[src/rtl/button_pkg.sv]
// ---------------------------------------------------------------------------
// button_pkg
// Shared definitions for the button event path.
//   - btn_state_t : classifier FSM states (3-bit encoding)
//   - DEFAULT_*   : default timing constants for a 50 MHz system clock
//   - max3        : constant helper used to size the shared counter
// ---------------------------------------------------------------------------
package button_pkg;

    // Classifier states. The encoding is fixed so the state register can be
    // read directly when probing the design in the lab.
    typedef enum logic [2:0] {
        IDLE        = 3'd0,
        PRESSED     = 3'd1,
        LONG_HELD   = 3'd2,
        WAIT_GAP    = 3'd3,
        SECOND_HELD = 3'd4
    } btn_state_t;

    localparam int CLK_HZ                 = 50_000_000;
    localparam int DEFAULT_LONG_CYCLES    = 50_000_000;  // 1 s hold
    localparam int DEFAULT_GAP_CYCLES     = 15_000_000;  // 300 ms double-click window
    localparam int DEFAULT_REPEAT_CYCLES  = 10_000_000;  // 200 ms auto-repeat period

    // Largest of three timing values; sizes the counter shared by all states.
    function automatic int max3(input int a, input int b, input int c);
        int m;
        m = a;
        if (b > m) m = b;
        if (c > m) m = c;
        return m;
    endfunction

endpackage

[src/rtl/button_edge_detect.sv]
// ---------------------------------------------------------------------------
// button_edge_detect
// Registers the previous button level and reports rising/falling edges
// combinationally against the current level. Reused by any consumer of a
// debounced button that needs edge information.
// Ports:
//   clk   in  system clock
//   rst_n in  asynchronous active-low reset (prev clears to 0)
//   level in  debounced, clk-synchronous button level
//   rise  out level & ~prev
//   fall  out ~level & prev
// ---------------------------------------------------------------------------
module button_edge_detect (
    input  logic clk,
    input  logic rst_n,
    input  logic level,
    output logic rise,
    output logic fall
);

    logic prev;

    // Because prev resets to 0, a button already held when reset releases is
    // reported as a rise on the first sampling edge.
    always_ff @(posedge clk or negedge rst_n) begin
        if (!rst_n) begin
            prev <= 1'b0;
        end else begin
            prev <= level;
        end
    end

    assign rise = level & ~prev;
    assign fall = ~level & prev;

endmodule

[src/rtl/button_event_classifier.sv]
// ---------------------------------------------------------------------------
// button_event_classifier
// Turns a clean button level into single-cycle event pulses for menu/game
// logic. One instance per button.
// Parameters:
//   LONG_CYCLES   hold time for a long press (>= 2)
//   GAP_CYCLES    max release-to-press gap for a double click (>= 2)
//   REPEAT_CYCLES auto-repeat period after a long press, 0 disables repeat
// Ports:
//   clk           in  system clock
//   rst_n         in  asynchronous active-low reset
//   btn_level     in  debounced button level, synchronous to clk
//   press_pulse   out pulse on every rising edge
//   release_pulse out pulse on every falling edge
//   short_press   out pulse for a lone press that was not long
//   long_press    out pulse when the hold reaches LONG_CYCLES
//   repeat_pulse  out periodic pulses while held after a long press
//   double_click  out pulse on the second press of a double click
//   held          out high in PRESSED, LONG_HELD and SECOND_HELD
// All outputs are registered.
// ---------------------------------------------------------------------------
module button_event_classifier
    import button_pkg::*;
#(
    parameter int LONG_CYCLES   = DEFAULT_LONG_CYCLES,
    parameter int GAP_CYCLES    = DEFAULT_GAP_CYCLES,
    parameter int REPEAT_CYCLES = DEFAULT_REPEAT_CYCLES
) (
    input  logic clk,
    input  logic rst_n,
    input  logic btn_level,
    output logic press_pulse,
    output logic release_pulse,
    output logic short_press,
    output logic long_press,
    output logic repeat_pulse,
    output logic double_click,
    output logic held
);

    localparam int MAX_CYCLES = max3(LONG_CYCLES, GAP_CYCLES, REPEAT_CYCLES);
    localparam int CNT_W      = $clog2(MAX_CYCLES + 1);

    // Terminal counts. The repeat terminal is forced to 0 when repeat is off
    // so the expression never goes negative; it is then never consulted.
    localparam logic [CNT_W-1:0] LONG_LAST   = CNT_W'(LONG_CYCLES - 1);
    localparam logic [CNT_W-1:0] GAP_LAST    = CNT_W'(GAP_CYCLES - 1);
    localparam logic [CNT_W-1:0] REPEAT_LAST =
        CNT_W'((REPEAT_CYCLES == 0) ? 0 : REPEAT_CYCLES - 1);
    localparam bit               REPEAT_EN   = (REPEAT_CYCLES != 0);

    logic             rise;
    logic             fall;
    btn_state_t       state;
    logic [CNT_W-1:0] count;

    button_edge_detect u_edge (
        .clk   (clk),
        .rst_n (rst_n),
        .level (btn_level),
        .rise  (rise),
        .fall  (fall)
    );

    // Single FSM block: state, shared counter and all output registers.
    // Pulse outputs default low every cycle so each event lasts one cycle.
    // Edges are tested before terminal counts, so a release on the long
    // terminal edge stays a short press and a rise on the gap terminal edge
    // becomes a double click. The counter only advances in states that have
    // a terminal count, which keeps it from ever wrapping.
    always_ff @(posedge clk or negedge rst_n) begin
        if (!rst_n) begin
            state         <= IDLE;
            count         <= '0;
            press_pulse   <= 1'b0;
            release_pulse <= 1'b0;
            short_press   <= 1'b0;
            long_press    <= 1'b0;
            repeat_pulse  <= 1'b0;
            double_click  <= 1'b0;
            held          <= 1'b0;
        end else begin
            press_pulse   <= 1'b0;
            release_pulse <= 1'b0;
            short_press   <= 1'b0;
            long_press    <= 1'b0;
            repeat_pulse  <= 1'b0;
            double_click  <= 1'b0;

            case (state)
                IDLE: begin
                    count <= '0;
                    if (rise) begin
                        state       <= PRESSED;
                        press_pulse <= 1'b1;
                        held        <= 1'b1;
                    end
                end

                PRESSED: begin
                    if (fall) begin
                        state         <= WAIT_GAP;
                        count         <= '0;
                        release_pulse <= 1'b1;
                        held          <= 1'b0;
                    end else if (count == LONG_LAST) begin
                        state      <= LONG_HELD;
                        count      <= '0;
                        long_press <= 1'b1;
                    end else begin
                        count <= count + 1'b1;
                    end
                end

                LONG_HELD: begin
                    if (fall) begin
                        state         <= IDLE;
                        count         <= '0;
                        release_pulse <= 1'b1;
                        held          <= 1'b0;
                    end else if (REPEAT_EN && (count == REPEAT_LAST)) begin
                        count        <= '0;
                        repeat_pulse <= 1'b1;
                    end else if (REPEAT_EN) begin
                        count <= count + 1'b1;
                    end
                end

                WAIT_GAP: begin
                    if (rise) begin
                        state        <= SECOND_HELD;
                        count        <= '0;
                        press_pulse  <= 1'b1;
                        double_click <= 1'b1;
                        held         <= 1'b1;
                    end else if (count == GAP_LAST) begin
                        state       <= IDLE;
                        count       <= '0;
                        short_press <= 1'b1;
                    end else begin
                        count <= count + 1'b1;
                    end
                end

                SECOND_HELD: begin
                    count <= '0;
                    if (fall) begin
                        state         <= IDLE;
                        release_pulse <= 1'b1;
                        held          <= 1'b0;
                    end
                end

                default: begin
                    state <= IDLE;
                    count <= '0;
                    held  <= 1'b0;
                end
            endcase
        end
    end

endmodule

[config.mk]
export PLATFORM = sky130hd
export DESIGN_NAME = button_event_classifier
export DESIGN_NICKNAME = d
export VERILOG_FILES = /design/src/rtl/button_pkg.sv /design/src/rtl/button_edge_detect.sv /design/src/rtl/button_event_classifier.sv
export SDC_FILE = /design/constraint.sdc
export NUM_CORES = 1
export LEC_CHECK = 0
export ABC_AREA = 1
export CAP_MARGIN = 20
export CORE_MARGIN = 2
export CORE_UTILIZATION = 65
export CTS_CLUSTER_SIZE = 25
export DETAILED_ROUTE_END_ITERATION = 8
export GPL_TIMING_DRIVEN = 1
export PLACE_DENSITY_LB_ADDON = 0.2
export SLEW_MARGIN = 20
export SYNTH_ARGS = -nofsm -noshare
export SYNTH_HDL_FRONTEND = slang
export SYNTH_SLANG_ARGS = --single-unit
export TNS_END_PERCENT = 10
[constraint.sdc]
create_clock -name clk -period 2.64 [get_ports clk]
set_input_delay 0.528 -clock clk [delete_from_list [all_inputs] [get_ports clk]]
set_output_delay 0.528 -clock clk [all_outputs]
set_load 0.05 [all_outputs]
# After elaboration in Yosys (flattened, before gate mapping)
# Cells that the tools add are included.
# Widths: inputs -> output; s select.
[totals]
output_inout_bits = 7
word_cells = 65
in_bits = 3
reg_bits = 37
[op_classes]
muxes = 31
bitwise = 4
n_eq_ne = 13
addsub = 1
reduce_logical = 6
[ops]
columns = ["op", "n"]
rows = [
  ["$mux 26", 6],
  ["$pmux 26 s3", 1],
  ["$eq 26x24->1 const B", 2],
  ["$add 26x1->26 const B", 1],
  ["$eq 26x26->1 const B", 1],
  ["$mux 3", 6],
  ["$mux 1", 16],
  ["$pmux 3 s4", 1],
  ["$eq 3x2->1 const B", 2],
  ["$ne 2x1->1 const B", 3],
  ["$ne 3x3->1 const B", 2],
  ["$reduce_and 4->1", 1],
  ["$reduce_or 2->1", 2],
  ["$eq 3x1->1 const B", 1],
  ["$eq 3x3->1 const B", 1],
  ["$logic_not 3->1", 1],
  ["$reduce_or 3->1", 1],
  ["$and 1x1->1", 2],
  ["$ne 2x2->1 const B", 1],
  ["$not 1->1", 2],
  ["$pmux 1 s2", 1],
  ["$reduce_and 2->1", 1],
]

# Logic depth before layout (Yosys ltp)
# Gate-level depths: netlist of the first run.
[logic_depth]
word_depth = 4
ltp_mapped = 11

# By module
# From an unflattened synthesis of the first run, not the netlist that was laid out.
[unflattened]
hier_cells = 426
hier_area_um2 = 2722.6
[modules_own_cells]
columns = ["mod", "seq_area_each_um2", "n_inst", "cells_each", "area_each_um2"]
rows = [
  ["button_event_classifier", 900.9, 1, 421, 2682.6],
  ["button_edge_detect", 25.0, 1, 5, 40.0],
]

# Least setup slack after synthesis of the first run
# No wires, ideal clock.
[synth_path]
path_kind = "register to register"
from = "reg count[0]"
to = "reg count[24]"
setup_time_ns = 0.113
n_path_buf = 1
slack_ns = 1.110
path_stages_with_launch = 12
t_arrival_ns = 1.417
period_less_slack_ns = 1.530
t_required_ns = 2.527
cell_sequence = "dfrtp_1 -> ha_1 -> nand2_2 -> nor2_2 -> nand3_2 -> clkinv_1 -> nand3_1 -> nand2_2 -> nand3_4 -> buf_6 -> nand2_1 -> inv_1"
[synth_between]
elab_chain_cells = 4
elab_cells_between_ends = 11
cone_classes = "add/sub: 1; eq/ne: 3; mux: 7"
[synth_lines]
columns = ["element", "line", "rtl"]
rows = [
  ["start, declared", "button_event_classifier.sv:55", "logic [CNT_W-1:0] count;"],
  ["start signal, assigned", "button_event_classifier.sv:111", "count <= count + 1'b1;"],
  ["start signal, assigned", "button_event_classifier.sv:125", "count <= count + 1'b1;"],
  ["start signal, assigned", "button_event_classifier.sv:141", "count <= count + 1'b1;"],
  ["$add 26x1->26 (tied with other cells)", "button_event_classifier.sv:111, button_event_classifier.sv:125, button_event_classifier.sv:141", ""],
  ["$mux 26, on equally long branches", "button_event_classifier.sv:136, button_event_classifier.sv:106, button_event_classifier.sv:121", ""],
  ["$mux 26, on equally long branches", "button_event_classifier.sv:130, button_event_classifier.sv:101, button_event_classifier.sv:116", ""],
  ["$pmux 26 s3 (*)", "button_event_classifier.sv:90", "case (state)"],
]
# Every way passes the cells marked *; elsewhere a longest branch is shown, timed or not.
# A chain may end at the register's enable or synchronous reset.

# Final worst setup path of the first run
[layout_path]
from = "reg repeat_pulse"
to = "out repeat_pulse"
[layout_lines]
columns = ["element", "line", "rtl"]
rows = [
  ["start, declared", "button_event_classifier.sv:36", "output logic repeat_pulse,"],
  ["start signal, assigned", "button_event_classifier.sv:79", "repeat_pulse <= 1'b0;"],
  ["start signal, assigned", "button_event_classifier.sv:87", "repeat_pulse <= 1'b0;"],
  ["start signal, assigned", "button_event_classifier.sv:123", "repeat_pulse <= 1'b1;"],
]
# No word-level cell between the ends.

==> results of run 1 <==
[layer usage]
layer	part of all wire [%]	vias up	GRT usage, %	wire length [um]
li1	-	1354	-	-
met1	41	1307	38.0	2920
met2	49	124	52.9	3450
met3	6.2	31	4.77	436
met4	3.4	0	15.8	242
met5	0	-	0	0
[cell type report]
| cell class | instances | area, um^2 |
|---|---|---|
| timing repair buffer | 12 | 108 |
| clock inverter | 3 | 68.8 |
| clock buffer | 5 | 68.8 |
| tap | 50 | 62.6 |
| inverter | 76 | 285 |
| sequential | 37 | 926 |
| fill | 349 | 1040 |
| multi-input combinational | 303 | 1440 |
[path summary, 6_finish.rpt]
check / cells past startpoint / slack [ps] / to
worst max-delay path: 1 / 660 / repeat_pulse
worst min-delay path: 1 / 310 / count[20]$_DFF_PN0_
worst max register to register: 10 / 810 / count[18]$_DFF_PN0_
worst min register to register: 2 / 550 / state[1]$_DFFE_PN0P_
max in group asynchronous: 1 / 1800 / u_edge.prev$_DFF_PN0_
min in group clk: 2 / 550 / state[1]$_DFFE_PN0P_
[cells in the mapped netlist (2+ instances only)]
cell / n
clkbuf_1: 4
clkinv_1: 2
nand3_1: 47
buf_2: 2
nor2_1: 68
a21oi_1: 2
and2_1: 2
o21ai_0: 5
nor2_2: 4
nor3_1: 8
inv_1: 74
xor2_1: 11
nand4_1: 32
dfrtp_1: 37
nand2_1: 108
nand2_2: 8
[power breakdown]
group	switching (mW)	internal, mW	leakage [nW]	total, mW
sequential	0.0390	0.619	0.507	0.658
clock	0.230	0.380	0.0687	0.611
combinational	0.426	0.159	0.962	0.585
[cell families after synthesis]
kind of cell / synth area share, %
AOI/OAI and AO/OA: 2.10
xor gates and xnor gates: 3.59
adders and majority gates: 0.466
buffers and inverters: 12.0
DFF: 34.5
and+or+nand+nor: 47.4
==> Flow_metrics.wiki, run 1 <==
{| class="wikitable"
! Metric !! Value
|-
| Most common cell after layout, fill and taps aside || nand2_1
|-
| Min setup slack post-route || 658 ps
|-
| Flop and latch count out of synthesis || 37
|-
| Hold violation total from the final report || 0
|-
| Number of distinct library cell variants in the gate-level netlist after synthesis || 25
|-
| DRT Wirelength || slightly above 7 mm
|-
| Initial DRC Count || roughly 320
|-
| Max FO, Critical Path || 1
|-
| Clock buffer count from CTS || 5
|-
| Warning count from the yosys run || 0
|-
| Fraction of final layout cells sized beyond drive strength 1 || 6.42%
|-
| Main synth FF type || dfrtp_1
|-
| Critical path's largest stage delay || around 800 ps
|-
| Vias || 2816
|-
| Final core utilization || about three quarters
|-
| Start point of the critical path || repeat_pulse$_DFF_PN0_
|-
| Power after layout || ~1.9 mW
|-
| Startpoint kind of the worst setup timing path || flip-flop
|-
| Combined area of all synthesized cells || 0.00269 mm^2
|-
| Reported max-cap violation count || 0
|-
| Syn Nets || 427
|-
| Path type of the worst min-delay path || input pin to asynchronous set/reset pin
|-
| Avg Vias per Cell || about 5.8
|-
| Required @ worst endpoint || ~2100 ps
|-
| Setup clock skew after layout || 8.96 ps
|-
| Result of the run || finished, final reports clean
|-
| Die boundary width || 68.3 um
|-
| Via count of the first global-routing pass || 2430
|-
| Worst-path cell chain || clkdlybuf4s50_1
|-
| # Post-CTS Setup Buffers || 0
|-
| Cells resized by post-CTS repair || 0
|-
| Minimum clock period after layout || 1980 ps
|-
| Max H-tree Level || 2
|-
| Area of the die || approximately 0.0047 mm^2
|-
| DRC violation count after routing || 0
|-
| Final standard cell area without fillers || 0.00296 mm^2
|-
| Largest registers || count: 26 flops, state: 3 flops
|-
| Max Clock Freq || 505 MHz
|-
| Final worst hold slack || 309 ps
|-
| Launching point of the worst reg2reg path || count[1]$_DFF_PN0_
|-
| Clock Sinks || 37
|-
| Cells taking the most area after synthesis || dfrtp_1, nand2_1, inv_1, nor2_1, nand3_1
|-
| Sequential cell area fraction in the yosys report || 34.5%
|-
| Total gr overflow || 0
|-
| Static Leak || 1.54 nW
|-
| Maximum vdd ir drop || 631 uV
|-
| Area after detailed placement || 0.00282 mm^2
|-
| Largest net degree at the start of global routing || 38
|-
| Post-placement setup slack || 675 ps
|-
| Clock tree from TritonCTS || yes
|-
| Detailed-router iteration count before antenna repair || 6
|-
| Worst slew margin || a little under half
|-
| Critical path's slowest cell || clkdlybuf4s50_1
|-
| Cell type with the largest total area after synthesis || dfrtp_1
|-
| Post-DR wirelength/cell || 14.5 um
|-
| Part of the cycle the worst path needs || 75.1%
|-
| Number of synthesized flops with an enable pin || 0
|-
| Top library cells by usage in the layout, fill and taps aside || nand2_1, inv_1, nor2_1, nand3_1, dfrtp_1
|-
| Max Slew Vio Count || 0
|-
| Post-synthesis instance total || 423
|-
| Total routing resource utilization after global routing || between 30% and 40%
|-
| Buffer cell driving the clock tree root || clkbuf_8
|-
| Number of nets in the layout || roughly 440
|-
| Area fraction of the dominant cell type after synthesis || about a third
|-
| Max FFs per register || 26
|-
| Top register by number of flip-flops || count
|-
| Starting density of the core || 67.1%
|-
| RePlAce Congestion || approximately 0.98
|-
| Aggregate negative setup slack || 0 ps
|-
| Transition time of the tightest slew-check pin || 820 ps
|-
| Cell Pwr Density || about 630 mW/mm^2
|-
| Share of async-settable or async-resettable flops after synthesis || 100%
|-
| Dpl hpwl || 5.21 mm
|-
| Wire length of the first global-routing pass || approximately 11 mm
|-
| I/O Pins || 10
|-
| RSZ-0062 raised after global routing || no
|-
| Die Y-Extent || 68.3 um
|-
| Number of cells after detailed placement || roughly 480
|-
| Number of setup violations in the final report || 0
|-
| Kind of capture point of the worst setup path || output pin
|-
| Buffers added on ports || 9
|-
| Number of nets with antenna violations after routing || 0
|-
| Synth-to-layout area growth || 10.1%
|-
| Arrival time of the worst setup path || 1450 ps
|-
| Clock insertion delay at the later pin of the skew report || 310 ps
|-
| Initial antenna violation count || 0
|-
| Average footprint of a synthesized cell || 6.35 um^2
|-
| Hold_buf cts || 0
|-
| Number of core rows || 23
|-
| Crit path buffers/inverters || 1
|-
| Floorplan core area || 0.00400 mm^2
|-
| Type of the worst setup path || flip-flop to output pin
|-
| Number of standard cells in the final layout excluding fillers || 486
|-
| Top delay family on crit path || buffers and inverters
|-
| Number of antenna repair diodes || 0
|-
| Number of buffers on the longest clock path || 2
|-
| Worst-path clk slew || 80 ps
|}
Note: power is estimated with default switching activity, not from simulation.
==> run 2: changes to the inputs <==
CORE_UTILIZATION = 55   (was 65)
clock period = 1.8 ns   (was 2.64 ns; I/O delays follow)
==> run 2 against run 1 <==
  * Utilization decreased by 9.6 points
  * Die area increased by 17%
  * Clock skew down 3.5 ps
  * Critical path depth grew 9
  * Worst hold slack worse by 310 ps
  * Largest cell class unchanged
==> Flow_metrics.wiki, run 2 (synthesis gave the netlist of run 1 again) <==
{| class="wikitable"
! Metric !! Value
|-
| Largest net degree at the start of global routing || 38 (unchanged)
|-
| DRT Wirelength || 7.11 mm (+0.92%)
|-
| Max FFs per register || 26 (unchanged)
|-
| Largest registers || count: 26 flops, state: 3 flops
|-
| Avg Vias per Cell || 5.33 (-8.0%)
|-
| Via count of the first global-routing pass || 2368 (-2.6%)
|-
| Top library cells by usage in the layout, fill and taps aside || nand2_1, inv_1, nor2_1, nand3_1, dfrtp_1
|-
| Hold violation total from the final report || 0 (unchanged)
|-
| Fraction of final layout cells sized beyond drive strength 1 || 10.1% (+3.7 points)
|-
| Number of buffers on the longest clock path || 2 (unchanged)
|-
| Total gr overflow || 0 (unchanged)
|-
| Max Clock Freq || 590 MHz
|-
| Type of the worst setup path || flip-flop to flip-flop
|-
| Vias || 2728 (-3.1%)
|-
| Reported max-cap violation count || 0 (unchanged)
|-
| Area of the die || 0.00546 mm^2 (+17%)
|-
| Die Y-Extent || 73.9 um (+8.2%)
|-
| Minimum clock period after layout || ~1700 ps
|-
| Setup clock skew after layout || 5.43 ps (-3.54 ps)
|-
| Number of setup violations in the final report || 0 (unchanged)
|-
| Hold_buf cts || 0 (unchanged)
|-
| Total routing resource utilization after global routing || 26.1% (-5.0 points)
|-
| Number of nets with antenna violations after routing || 0 (unchanged)
|-
| Start point of the critical path || count[0]$_DFF_PN0_
|-
| Clock tree from TritonCTS || yes
|-
| Required @ worst endpoint || 2000 ps (-110 ps)
|-
| Power after layout || 2.68 mW (+45%)
|-
| Launching point of the worst reg2reg path || count[0]$_DFF_PN0_
|-
| Clock insertion delay at the later pin of the skew report || 300 ps (about the same)
|-
| Buffer cell driving the clock tree root || clkbuf_8
|-
| Final worst hold slack || 0.0111 ps (-309 ps)
|-
| Most common cell after layout, fill and taps aside || nand2_1
|-
| Clock buffer count from CTS || 5 (unchanged)
|-
| Cell Pwr Density || 883 mW/mm^2 (+41%)
|-
| Maximum vdd ir drop || 868 uV (+37%)
|-
| Worst-path clk slew || 80 ps (about the same)
|-
| Initial antenna violation count || 0 (unchanged)
|-
| Setup slack of the most critical reg-to-reg path || 110 ps (-700 ps)
|-
| Part of the cycle the worst path needs || 94.1%
|-
| Number of nets in the layout || 448 (+2.1%)
|-
| Post-DR wirelength/cell || 13.9 um (-4.2%)
|-
| Synth-to-layout area growth || 13.2%
|-
| Dpl hpwl || 5.17 mm (-0.84%)
|-
| Initial DRC Count || 175 (-45%)
|-
| Arrival time of the worst setup path || 1890 ps (+440 ps)
|-
| RePlAce Congestion || 1.04 (+5.2%)
|-
| Number of antenna repair diodes || 0 (unchanged)
|-
| Starting density of the core || 56.8% (-10 points)
|-
| Transition time of the tightest slew-check pin || 438 ps (-383 ps)
|-
| Buffers added on ports || 9 (unchanged)
|-
| Final core utilization || 64.3% (-9.6 points)
|-
| RSZ-0062 raised after global routing || no
|-
| Startpoint kind of the worst setup timing path || flip-flop
|-
| Number of core rows || 25 (+8.7%)
|-
| Wire length of the first global-routing pass || 10.8 mm (+2.5%)
|-
| Floorplan core area || 0.00472 mm^2 (+18%)
|-
| Result of the run || finished, final reports clean
|-
| I/O Pins || 10 (unchanged)
|-
| Critical register-to-register path endpoint || count[13]$_DFF_PN0_
|-
| Top register by number of flip-flops || count
|-
| Max H-tree Level || 2 (unchanged)
|-
| Clock Sinks || 37 (unchanged)
|-
| Length in cells of the worst reg-to-reg path || 10 (unchanged)
|-
| Kind of capture point of the worst setup path || flip-flop
|-
| Static Leak || 1.60 nW (+3.8%)
|-
| Aggregate negative setup slack || 0 ps (unchanged)
|-
| Die boundary width || 73.9 um (+8.2%)
|-
| DRC violation count after routing || 0 (unchanged)
|-
| Worst slew margin || 70.8% (+25 points)
|-
| Critical path endpoint || count[13]$_DFF_PN0_
|-
| Detailed-router iteration count before antenna repair || 5 (-1)
|-
| Path type of the worst min-delay path || input pin to asynchronous set/reset pin
|-
| Max FO, Critical Path || 7 (+6)
|-
| Max Slew Vio Count || 0 (unchanged)
|}
[run 2: how the worst min path moves through the flow]
| stage | to | slack, ps | depth (start not counted) |
|---|---|---|---|
| 3_3_place_gp | count[21]$_DFF_PN0_ | 340 | 2 |
| 5_1_grt | count[21]$_DFF_PN0_ | 30 | 2 |
| 4_1_cts | count[6]$_DFF_PN0_ | 20 | 2 |
| 6_report | count[21]$_DFF_PN0_ | 0.01 | 2 |
| 2_1_floorplan | count[0]$_DFF_PN0_ | 60 | 0 |
| 3_5_place_dp | count[21]$_DFF_PN0_ | 340 | 2 |
[run 2: final cells by class]
| class | instances | area, um^2 |
|---|---|---|
| well taps | 67 | 83.8 |
| flip-flops and latches | 37 | 926 |
| multi-input cells | 304 | 1470 |
| clock inverters | 1 | 30.0 |
| repair buffers | 20 | 163 |
| inverters | 76 | 285 |
| fillers | 443 | 1680 |
| clock buffers | 7 | 86.3 |
[run 2: worst max-delay path, cell delays in order, from the launching register on]
cell and delay (ps):
dfrtp_1 380, ha_1 190, nand2_2 90, nor2_2 150, nand3_2 120, clkinv_1 100
nand3_1 90, nand2_2 180, nand3_4 160, nand2_1 100, inv_1 40
[run 2: through the flow]
| step | setup slack (ps) | instance area [um^2] | instances |
|---|---|---|---|
| 6_report | 106 | 3040 | 512 |
| 5_1_grt | 7.22 | 3040 | 512 |
| 2_1_floorplan | 270 | 2690 | 423 |
| 3_3_place_gp | 103 | 2900 | 503 |
| 4_1_cts | 102 | 3010 | 511 |
| 3_5_place_dp | 29.5 | 2900 | 503 |
[run 2: power by group]
group	switching, mW	leakage [nW]	internal (mW)	total (mW)
registers	0.0600	0.507	0.908	0.968
clock network	0.318	0.0585	0.452	0.770
logic	0.678	1.03	0.266	0.945
[run 2: what timing repair did]
| action | 4_1_cts | 5_1_grt |
|---|---|---|
| setup endpoints to repair | 0 | 2 |
| buffers inserted | 0 | 0 |
| resized for setup | 0 | 4 |
| endpoints found under the hold margin | 0 | 0 |
[run 2: metal layers]
| layer | track usage, % | vias to the layer above | part of all wire, % |
|---|---|---|---|
| met5 | 0 | - | 0 |
| met4 | 10.1 | 0 | 2.4 |
| met3 | 4.53 | 15 | 4.2 |
| met2 | 42.8 | 80 | 47 |
| met1 | 34.3 | 1256 | 46 |
| li1 | - | 1377 | - |
==> run 3: changes to the inputs <==
PLACE_DENSITY_LB_ADDON = 0.25   (was 0.2)
==> run 3 against run 2 <==
  * Setup slack better by 26 ps
  * Clock skew up 1.1 ps
  * Count of clock-buffer cells in the layout down 2
  * Global-route usage up 1.6 points
  * Combinational power down 0.4%
  * Flip-flop and latch count unchanged
  * Via count up 0.55%
  * Final cell count up 0.20%
  * Utilization up 0.66 points
  * Die area unchanged
  * Wire length down 0.56%
  * Sequential power about the same
==> Flow_metrics.wiki, run 3 (synthesis gave the netlist of run 1 again) <==
{| class="wikitable"
! Metric !! Value
|-
| Result of the run || finished, final reports clean
|-
| Max H-tree Level || 2 (unchanged)
|-
| Most Frequent Cell on Critical Path || nand2_2
|-
| Seq. cell area || 926 um^2 (unchanged)
|-
| Clock buffer count from CTS || 5 (unchanged)
|-
| Clock tree from TritonCTS || yes
|-
| Area of the die || 0.00546 mm^2 (unchanged)
|-
| Path type of the worst min-delay path || input pin to asynchronous set/reset pin
|-
| Max FO, Critical Path || 6 (-1)
|-
| Share of total power in the clock network || 31.9% (+3.2 points)
|-
| Post-placement setup slack || 48.5 ps (+19.0 ps)
|-
| Floorplan core area || 0.00472 mm^2 (unchanged)
|-
| Critical path's slowest cell || dfrtp_1
|-
| Wire length of the first global-routing pass || 11.6 mm (+6.8%)
|-
| Cell internal pwr || 1.73 mW (+6.6%)
|-
| Max Slew Vio Count || 0 (unchanged)
|-
| Vias || 2743 (+0.55%)
|-
| Most common cell after layout, fill and taps aside || nand2_1
|-
| RePlAce Congestion || 0.955 (-7.8%)
|-
| Startpoint kind of the worst setup timing path || flip-flop
|-
| Clock Sinks || 37 (unchanged)
|-
| Hold violation total from the final report || 0 (unchanged)
|-
| Buffer cell driving the clock tree root || clkbuf_8
|-
| Sequential share of power || 34.5% (-1.6 points)
|-
| Initial antenna violation count || 0 (unchanged)
|-
| Starting density of the core || 56.8% (unchanged)
|-
| Top register by number of flip-flops || count
|-
| Total gr overflow || 0 (unchanged)
|-
| Buffers added on ports || 9 (unchanged)
|-
| Number of antenna repair diodes || 0 (unchanged)
|-
| Area occupied by multi-input gates || 0.00148 mm^2 (+1.0%)
|-
| I/O Pins || 10 (unchanged)
|-
| Post-DR wirelength/cell || 13.8 um (-0.76%)
|-
| Worst slew margin || 68.6% (-2.2 points)
|-
| Setup clock skew after layout || 6.55 ps (+1.12 ps)
|-
| Final standard cell area without fillers || 0.00307 mm^2 (+1.0%)
|-
| Switching fraction of total power || 38.2% (-1.2 points)
|-
| Via count of the first global-routing pass || 2546 (+7.5%)
|-
| Number of standard cells in the final layout excluding fillers || 513 (+0.20%)
|-
| Critical path's largest stage delay || 380 ps (about the same)
|-
| Part of the cycle the worst path needs || 92.7% (-1.4 points)
|-
| Fraction of final layout cells sized beyond drive strength 1 || 11.2% (+1.1 points)
|-
| Max Clock Freq || 599 MHz (+1.5%)
|-
| Largest net degree at the start of global routing || 38 (unchanged)
|-
| Number of nets in the layout || 449 (+0.22%)
|-
| RSZ-0062 raised after global routing || yes
|-
| Top library cells by usage in the layout, fill and taps aside || nand2_1, inv_1, nor2_1, nand3_1, dfrtp_1
|-
| Total routing resource utilization after global routing || 27.7% (+1.6 points)
|-
| Largest registers || count: 26 flops, state: 3 flops
|-
| Die boundary width || 73.9 um (unchanged)
|-
| DRC violation count after routing || 0 (unchanged)
|-
| Count of filler cells inserted in the layout || 450 (+1.6%)
|-
| Worst-path clk slew || 80 ps (about the same)
|-
| Die Y-Extent || 73.9 um (unchanged)
|-
| Dpl hpwl || 5.29 mm (+2.3%)
|-
| Number of cells after detailed placement || 504 (+0.20%)
|-
| Clock insertion delay at the later pin of the skew report || 300 ps (about the same)
|-
| Synth-to-layout area growth || 14.4%
|-
| Final core utilization || 65.0% (+0.66 points)
|-
| Type of the worst setup path || flip-flop to flip-flop
|-
| Number of setup violations in the final report || 0 (unchanged)
|-
| Initial DRC Count || 193 (+10%)
|-
| Maximum vdd ir drop || 812 uV (-6.4%)
|-
| Comb pwr share || 33.6% (-1.6 points)
|-
| Power spent charging and discharging nets || 1.07 mW (+1.4%)
|-
| Power after layout || 2.80 mW (+4.5%)
|-
| Worst-path cell chain || ha_1, nand2_2, nor2_2, nand3_2, clkinv_1, nand3_1, nand2_2, nand3_4, nand2_1, inv_1
|-
| Min setup slack post-route || 131 ps (+25.7 ps)
|-
| Required @ worst endpoint || 2000 ps (about the same)
|-
| Reported max-cap violation count || 0 (unchanged)
|-
| Cell Pwr Density || 913 mW/mm^2 (+3.5%)
|-
| Detailed-router iteration count before antenna repair || 4 (-1)
|-
| Arrival time of the worst setup path || 1870 ps (-20 ps)
|-
| Minimum clock period after layout || 1670 ps (-25.7 ps)
|-
| Avg Vias per Cell || 5.35 (+0.35%)
|-
| Number of nets with antenna violations after routing || 0 (unchanged)
|-
| Kind of capture point of the worst setup path || flip-flop
|-
| Number of buffers on the longest clock path || 2 (unchanged)
|-
| Static Leak || 1.61 nW (+0.88%)
|-
| DRT Wirelength || 7.07 mm (-0.56%)
|-
| Number of core rows || 25 (unchanged)
|-
| Hold_buf cts || 0 (unchanged)
|-
| Transition time of the tightest slew-check pin || 471 ps (+33.1 ps)
|-
| Area after detailed placement || 0.00289 mm^2 (-0.17%)
|-
| Max FFs per register || 26 (unchanged)
|}
==> run 3: area by class of cell <==
| type | count | area share, % |
|---|---|---|
| flip-flops and latches | 37 | 30.2 |
| clock buffers | 5 | 2.24 |
| inverters | 76 | 9.29 |
| well taps | 67 | 2.73 |
| clock inverters | 3 | 2.24 |
| multi-input cells | 304 | 48.2 |
| repair buffers | 21 | 5.13 |
==> run 3: power groups by stage <==
stage	Combinational [mW]	Sequential (mW)	Clock (mW)
2_1_floorplan	0.603	1.05	0
3_3_place_gp	0.847	0.985	0
3_5_place_dp	0.862	0.985	0
4_1_cts	0.864	0.969	0.901
5_1_grt	1.05	0.982	0.932
6_report	0.941	0.969	0.894
==> run 3: path summary, 6_finish.rpt <==
path                            slack (ps)          startpoint  depth (start not counted)                   end
worst max-delay path                   130  count[0]$_DFF_PN0_                         10   count[24]$_DFF_PN0_
worst min-delay path                   100               rst_n                          2   count[19]$_DFF_PN0_
worst max register to register         130  count[0]$_DFF_PN0_                         10   count[24]$_DFF_PN0_
worst min register to register         530    held$_DFFE_PN0P_                          2      held$_DFFE_PN0P_
max in group asynchronous             1380               rst_n                          2  state[0]$_DFFE_PN0P_
min in group clk                       530    held$_DFFE_PN0P_                          2      held$_DFFE_PN0P_
==> run 3: per-stage QoR <==
step | hold slack (ps) | TNS, ps
3_5_place_dp | 435 | 0
5_1_grt | 158 | -336
4_1_cts | 115 | 0
2_1_floorplan | 64.4 | 0
6_report | 97.4 | 0
3_3_place_gp | 434 | 0
==> run 3: worst max-delay path: cells and delay by family (launching register included) <==
family                   cells  cell delay, ps
AND/OR/NAND/NOR              7             850
flip-flops                   1             380
adder cells (fa/ha/maj)      1             200
buffers and inverters        2             120
==> run 3: routing by layer <==
layer / global-route usage, % / routed length [um]
met2: 46.4 / 3440
met1: 36.8 / 3240
met3: 4.12 / 288
met5: 0 / 0
met4: 8.28 / 102
==> run 3: what timing repair did <==
action	in CTS	in global routing
setup buffers	0	0
resized for setup	0	8
setup endpoints to repair	0	20
